[config.mk]
export PLATFORM = sky130hd
export DESIGN_NAME = hpdcache_flush_all_seq
export DESIGN_NICKNAME = d
export VERILOG_FILES = /design/src/rtl/hpdcache_flush_all_seq.sv
export SDC_FILE = /design/constraint.sdc
export NUM_CORES = 1
export LEC_CHECK = 0
export CAP_MARGIN = 30
export CORE_MARGIN = 3
export CORE_UTILIZATION = 37
export DETAILED_ROUTE_END_ITERATION = 16
export MAX_ROUTING_LAYER = met4
export PLACE_DENSITY_LB_ADDON = 0.08
export SYNTH_ARGS = -nofsm -noshare
export SYNTH_HDL_FRONTEND = slang
export SYNTH_SLANG_ARGS = --single-unit
[constraint.sdc]
create_clock -name clk_i -period 2.2 [get_ports clk_i]
set_input_delay 0.44 -clock clk_i [delete_from_list [all_inputs] [get_ports clk_i]]
set_output_delay 0.44 -clock clk_i [all_outputs]
set_load 0.02 [all_outputs]
[src/rtl/hpdcache_flush_all_seq.sv]
// Flush-all sequencer: walks every (set, way) of the directory, hands each valid dirty
// line to the flush controller, clears its dirty bit, then waits for the flush queue to drain.
module hpdcache_flush_all_seq #(
    parameter int unsigned SETS  = 64,
    parameter int unsigned WAYS  = 8,
    parameter int unsigned TAG_W = 20,
    parameter int unsigned CNT_W = $clog2(SETS*WAYS)+1
) (
    input  logic                            clk_i,
    input  logic                            rst_i,
    input  logic                            req_i,
    output logic                            req_ready_o,
    output logic                            busy_o,
    output logic                            done_o,
    output logic [CNT_W-1:0]                flushed_cnt_o,
    output logic                            dir_rd_o,
    input  logic                            dir_rd_gnt_i,
    output logic [$clog2(SETS)-1:0]         dir_rd_set_o,
    output logic [WAYS-1:0]                 dir_rd_way_o,
    input  logic                            dir_rd_valid_i,
    input  logic                            dir_rd_dirty_i,
    input  logic [TAG_W-1:0]                dir_rd_tag_i,
    output logic                            dir_clr_dirty_o,
    output logic [$clog2(SETS)-1:0]         dir_clr_set_o,
    output logic [WAYS-1:0]                 dir_clr_way_o,
    output logic                            flush_alloc_o,
    input  logic                            flush_alloc_ready_i,
    output logic [TAG_W+$clog2(SETS)-1:0]   flush_alloc_nline_o,
    output logic [WAYS-1:0]                 flush_alloc_way_o,
    input  logic                            flush_empty_i
);

    localparam int unsigned SET_W  = $clog2(SETS);
    localparam int unsigned WAY_IW = (WAYS > 1) ? $clog2(WAYS) : 1;
    localparam logic [SET_W-1:0]  LAST_SET = SET_W'(SETS-1);
    localparam logic [WAY_IW-1:0] LAST_WAY = WAY_IW'(WAYS-1);
    localparam logic [CNT_W-1:0]  CNT_MAX  = '1;

    typedef enum logic [2:0] {IDLE, READ, CHECK, ALLOC, DRAIN, DONE} state_e;

    state_e            state_q, state_d;
    logic [SET_W-1:0]  set_q, set_d;
    logic [WAY_IW-1:0] way_q, way_d;
    logic [CNT_W-1:0]  cnt_q, cnt_d;
    logic [TAG_W-1:0]  tag_q;
    logic              tag_en;
    logic              adv;
    logic              last_line;
    logic [WAYS-1:0]   way_oh;

    assign way_oh    = WAYS'(1) << way_q;
    assign last_line = (set_q == LAST_SET) && (way_q == LAST_WAY);

    // One address register serves read, clear and alloc: only one line is ever in flight.
    assign dir_rd_set_o        = set_q;
    assign dir_rd_way_o        = way_oh;
    assign dir_clr_set_o       = set_q;
    assign dir_clr_way_o       = way_oh;
    assign flush_alloc_nline_o = {tag_q, set_q};
    assign flush_alloc_way_o   = way_oh;
    assign flushed_cnt_o       = cnt_q;

    always_ff @(posedge clk_i or posedge rst_i) begin
        if (rst_i) begin
            state_q <= IDLE;
            set_q   <= '0;
            way_q   <= '0;
            cnt_q   <= '0;
        end else begin
            state_q <= state_d;
            set_q   <= set_d;
            way_q   <= way_d;
            cnt_q   <= cnt_d;
        end
    end

    // Tag is only consumed in ALLOC, which is always entered through a load.
    always_ff @(posedge clk_i) begin
        if (tag_en) tag_q <= dir_rd_tag_i;
    end

    always_comb begin
        state_d         = state_q;
        set_d           = set_q;
        way_d           = way_q;
        cnt_d           = cnt_q;
        tag_en          = 1'b0;
        adv             = 1'b0;
        req_ready_o     = 1'b0;
        busy_o          = 1'b1;
        done_o          = 1'b0;
        dir_rd_o        = 1'b0;
        dir_clr_dirty_o = 1'b0;
        flush_alloc_o   = 1'b0;

        case (state_q)
            IDLE: begin
                req_ready_o = 1'b1;
                busy_o      = 1'b0;
                if (req_i) begin
                    set_d   = '0;
                    way_d   = '0;
                    cnt_d   = '0;
                    state_d = READ;
                end
            end
            READ: begin
                dir_rd_o = 1'b1;
                if (dir_rd_gnt_i) state_d = CHECK;
            end
            CHECK: begin
                if (dir_rd_valid_i && dir_rd_dirty_i) begin
                    tag_en  = 1'b1;
                    state_d = ALLOC;
                end else begin
                    adv = 1'b1;
                end
            end
            ALLOC: begin
                flush_alloc_o = 1'b1;
                if (flush_alloc_ready_i) begin
                    dir_clr_dirty_o = 1'b1;
                    if (cnt_q != CNT_MAX) cnt_d = cnt_q + 1'b1;
                    adv = 1'b1;
                end
            end
            DRAIN: begin
                if (flush_empty_i) state_d = DONE;
            end
            DONE: begin
                done_o  = 1'b1;
                state_d = IDLE;
            end
            default: state_d = IDLE;
        endcase

        // Way-major walk; the last line leaves the walk instead of issuing another read.
        if (adv) begin
            if (way_q == LAST_WAY) begin
                way_d = '0;
                set_d = set_q + 1'b1;
            end else begin
                way_d = way_q + 1'b1;
            end
            state_d = last_line ? DRAIN : READ;
        end
    end

endmodule

==> results.cfg, run 1 <==
[timing]
period_needed_ns = 2.094
finClkSkew_ns = 0.01027
setup_viol = 0
slew-limit-headroom_pct = 69.34
tightest_slew_ns = 0.4599
drv_slew = 0
fmax_mhz = 477.6
hold_viol_final = 0
rsz0062_at_grt = false
fin_ws_ns = 0.1062
fin_crit_sh_pct = 95.17
fin_tns_setup_ns = 0

[yosys]
ys_warn_count = 0
synth_edf_count = 20
syn_area_sq_um = 2238
syn_inst = 201
synth_nets = 237
synth-seq-area-share_pct = 51.43
ys_types = 41
synth_area_per_cell_sq_um = 11.14
ys_seq_elements = 42
ys_dominant_reg_cell = dfrtp_1
async_reset_ff_share_pct = 52.38

[setup_path]
start_kind = flip-flop
crit_path_end = done_o
timing.rr.end = flushed_cnt_o[6]
r2r_start = state_q[1]
startpoint = state_q[2]
cp_max_fo = 8
cp.arrival_ns = 1.65
crit_type = flip-flop to output port
reg2reg_depth = 7
cp.required_ns = 1.76
r2r_slack_ns = 0.28
end_kind = output port

[die]
ioPinCount = 106
core_area_sq_um = 5675
die_h_um = 83.78
die-area_sq_um = 7019
die_w_um = 83.78
rows = 27
initial_core_util_pct = 39.44

[outcome]
status = complete, no violations

[route]
drcViolationCount = 0
drtPass1Iterations = 4
wl_per_cell_um = 14.46
vias = 1814
ant_nets = 0
initialDrtViolationCount = 50
viasPerCell = 5.039
drt_wl_total_mm = 5.205

[finish]
stdcell_count = 360
drive_gt1_share_pct = 9.375
n_antenna_cell = 0
area_delta_synth_final_pct = 46.28
final_nets = 323
layout_common_cells = clkdlybuf4s50_1, dfrtp_1, dlygate4sd2_1
final_common_cell = clkdlybuf4s50_1

[placement]
post-dp-hpwl_mm = 3.938
gp_congestion = 0.7328
place_worst_setup_slack_ns = 0.03573
dp_cells = 352
portBuffers = 105

[global_routing]
grt_max_degree = 23
grt_overflow = 0
grt.total_usage_pct = 15.48
grt_pass1_vias = 1747
grt_pass1_wl_mm = 8.590
antenna_found_initial = 0

[flow_run]
maxCapViolations = 0

[pwr]
ir_drop_uv = 568.7
power.density_nw_per_um2 = 897.0
p_leak_nw = 1.485

[cts]
cts.sinks = 42
cts_buffers = 5
cts_tree = done
clockBufferDepth = 2
root_buffer = clkbuf_8
htreeDepth = 2
hold_buffers = 0
cts_repair_resize_count = 22
post-cts-setup-buffers = 0
clkTransAtPathRegs_ns = 0.09
insertion_delay_ns = 0.30

[worst_hold_path]
hold_path.class = primary input to async pin
## per-layer routing
| metal | vias up | part of all wire, % | global-route usage [%] | wire length (um) |
|---|---|---|---|---|
| met5 | - | 0 | - | 0 |
| met4 | 0 | 0.98 | 5.409 | 51 |
| met3 | 5 | 7.4 | 3.850 | 387 |
| met2 | 88 | 47 | 24.58 | 2461 |
| met1 | 856 | 44 | 19.26 | 2304 |
| li1 | 865 | - | - | - |
## cell families (layout without fill, tap and decap cells)
group                    Yosys count  count (layout)  synth area share, %
AO/OA/AOI/OAI                     31              31                8.776
adder cells (fa/ha/maj)            8               8                4.472
buffers and inverters             42             129                13.08
flip-flops                        42              42                51.43
multiplexers                       7               7                3.242
AND/OR/NAND/NOR                   71              71                19.00
## flip-flops by register name, summed over array words and instances (netlist names)
| signal | cells |
|---|---|
| dir_clr_set_o | 6 |
| flushed_cnt_o | 10 |
| state_q | 3 |
| tag_q | 20 |
| way_q | 3 |
## cell type report
cell class / count / area [sq um]
tap: 72 / 90.09
inverter: 6 / 22.52
fill: 516 / 2401
clock buffer: 5 / 68.82
clock inverter: 3 / 26.28
sequential: 42 / 1152
multi-input combinational: 117 / 797.0
timing repair buffer: 115 / 1117
## power breakdown
group,internal [W],switching [W]
Combinational,0.000599,0.000740
Sequential,0.000933,0.000135
Clock,0.000236,0.000294
Total,0.00177,0.00117
## how the worst min path moves through the flow
stage                           from               end  cells after the start
global placement    flushed_cnt_o[1]  flushed_cnt_o[1]                      2
floorplan                      rst_i  dir_clr_set_o[0]                      1
CTS                            rst_i  flushed_cnt_o[8]                      3
detailed placement  flushed_cnt_o[1]  flushed_cnt_o[1]                      2
finish                         rst_i  flushed_cnt_o[8]                      3
global route                   rst_i  flushed_cnt_o[8]                      3
## Yosys cell counts, types with 2 or more instances
master,count,area [sq um]
or3_1,3,18.77
o31ai_1,4,30.03
nand2_1,10,37.54
buf_2,3,15.01
o2111ai_1,2,17.52
o21ai_0,8,40.04
nor2_1,8,30.03
dfrtp_1,22,550.5
nor3b_1,2,15.01
ha_1,8,100.1
buf_6,3,33.78
buf_4,29,217.7
nand3_1,14,70.07
nand3b_1,2,15.01
inv_1,6,22.52
mux2i_1,5,50.05
and2_1,4,25.02
edfxtp_1,20,600.6
or2_2,2,12.51
and3_1,4,25.02
a21oi_1,10,50.05
nand2b_1,2,12.51
nor2b_1,7,43.79
a22o_1,4,35.03
or4_1,3,22.52
## per-stage QoR
step,total power [W],instance area (sq um),util [%],hold WS (ns)
5_1_grt,0.003131,3274,57.69,0.4996
6_report,0.002937,3274,57.69,0.4715
3_5_place_dp,0.002562,3187,56.15,0.5588
4_1_cts,0.002989,3257,57.39,0.4762
3_3_place_gp,0.002549,3187,56.15,0.5528
2_1_floorplan,0.002039,2238,-,0.4292
## critical path, cell delays in order (launching register included)
cell,delay [ns]
dfrtp_1,0.55
and3b_1,0.21
clkdlybuf4s50_1,0.60
Power figures use the tool's default switching activity.
==> run 2, diff against run 1 <==
==> constraint.sdc (replaced) <==
create_clock -name clk_i -period 1.8 [get_ports clk_i]
set_input_delay 0.36 -clock clk_i [delete_from_list [all_inputs] [get_ports clk_i]]
set_output_delay 0.36 -clock clk_i [all_outputs]
set_load 0.02 [all_outputs]
==> run 2 against run 1 <==
Net effect: register-to-register slack worse by 0.28 ns; cell count is 8.6% higher; design area is 7.8% higher; via count is 5.1% higher; routed wire length is 10% higher; setup slack worse by 0.10 ns.
==> results.cfg, run 2 (synthesis gave the netlist of run 1 again) <==
[timing]
setup_viol = 0
tightest_slew_ns = 0.3488
period_needed_ns = 1.798
fmax_mhz = 556.1
fin_crit_sh_pct = 99.90
rsz0062_at_grt = true
hold_viol_final = 0
slew-limit-headroom_pct = 76.69
fin_tns_setup_ns = 0
drv_slew = 0
finClkSkew_ns = 0.005130

[finish]
largest_register_ff_count = 20
finalCoreUtilization_pct = 62.19
fill_cells = 506
final_nets = 354
n_antenna_cell = 0
drive_gt1_share_pct = 32.92
area_delta_synth_final_pct = 57.69
multiInputGateArea_sq_um = 860.8
final_common_cell = clkdlybuf4s50_1
seqCellArea_sq_um = 1157
layout_common_cells = clkdlybuf4s50_1, buf_4, buf_2
top_register = tag_q
stdcell_count = 391

[global_routing]
grt.total_usage_pct = 16.44
met2_usage_pct = 25.96
use_met1_pct = 20.71
grt_max_degree = 23
met3_usage_pct = 4.047
antenna_found_initial = 0
busiest_layer = met2
grt_pass1_vias = 1789
grt_pass1_wl_mm = 9.087
grt_overflow = 0

[placement]
post-dp-hpwl_mm = 4.188
gp_congestion = 0.8022
portBuffers = 105
dp_cells = 373

[setup_path]
reg2reg_depth = 6
r2r_slack_ns = 0.002
cp.required_ns = 2.03
crit_type = flip-flop to flip-flop
timing.rr.end = flushed_cnt_o[7]
end_kind = flip-flop
cp_max_fo = 5
cp.arrival_ns = 2.03
start_kind = flip-flop
r2r_start = state_q[2]

[route]
viasPerCell = 4.877
drt_wl_total_mm = 5.727
vias = 1907
drtPass1Iterations = 4
drcViolationCount = 0
ant_nets = 0
wl_per_cell_um = 14.65
initialDrtViolationCount = 81

[pwr]
power.density_nw_per_um2 = 1132
ir_drop_uv = 896.5
p_leak_nw = 1.765

[die]
initial_core_util_pct = 39.44
ioPinCount = 106
die_w_um = 83.78
die-area_sq_um = 7019
core_area_sq_um = 5675
rows = 27
die_h_um = 83.78

[cts]
root_buffer = clkbuf_8
clockBufferDepth = 2
cts.sinks = 42
insertion_delay_ns = 0.29
cts_buffers = 5
cts_tree = done
hold_buffers = 0
htreeDepth = 2
clkTransAtPathRegs_ns = 0.09

[outcome]
status = complete, no violations

[worst_hold_path]
hold_path.class = primary input to async pin

[flow_run]
maxCapViolations = 0
run 2: where the power goes:
| part | internal, W | leakage, nW | total [W] | switching [W] |
|---|---|---|---|---|
| clock | 0.000416 | 0.0585 | 0.000756 | 0.000340 |
| sequential | 0.00115 | 0.473 | 0.00130 | 0.000152 |
| combinational | 0.000911 | 1.23 | 0.00194 | 0.00103 |
run 2: layer usage:
layer	routed length [um]	vias up
met1	2581	890
met3	385	9
met5	0	-
met4	87	0
met2	2673	81
li1	-	927
run 2: worst max-delay path by stage:
stage | from | end | slack, ns | depth (start not counted)
global placement | flush_alloc_ready_i | dir_clr_dirty_o | -0.20 | 3
floorplan | flushed_cnt_o[1] | flushed_cnt_o[0] | 0.008 | 6
global route | state_q[2] | flushed_cnt_o[5] | -0.09 | 6
CTS | way_q[0] | flush_alloc_way_o[2] | -0.12 | 4
detailed placement | flush_alloc_ready_i | flushed_cnt_o[6] | -0.21 | 6
finish | state_q[2] | flushed_cnt_o[7] | 0.002 | 6
run 2: critical path, stage by stage, from the launching register on:
cell	delay [ns]
dfrtp_2	0.44
buf_4	0.15
nor4b_4	0.35
buf_4	0.20
o2111ai_1	0.12
or3_1	0.35
a21oi_2	0.12
run 2: area by class of cell:
cell class	count	share of cell area, %
Sequential cell	42	32.79
Clock buffer	5	1.950
Timing Repair Buffer	146	36.44
Tap cell	72	2.552
Inverter	6	0.6381
Multi-Input combinational cell	117	24.39
Clock inverter	3	1.241
run 2: what timing repair did:
action | CTS | global route
pin swaps | 1 | 4
buffers inserted | 3 | 7
gates resized for setup | 102 | 55
endpoints found under the setup margin | 43 | 44
run 2: metrics by stage:
stage / hold WS, ns / setup WS, ns / area [sq um] / total power (W)
finish: 0.4098 / 0.001769 / 3530 / 0.003995
CTS: 0.4103 / -0.1161 / 3436 / 0.003989
global placement: 0.5339 / -0.1973 / 3364 / 0.003317
global route: 0.4296 / -0.08988 / 3530 / 0.004229
detailed placement: 0.5398 / -0.2136 / 3364 / 0.003337
floorplan: 0.3492 / 0.008362 / 2248 / 0.002512
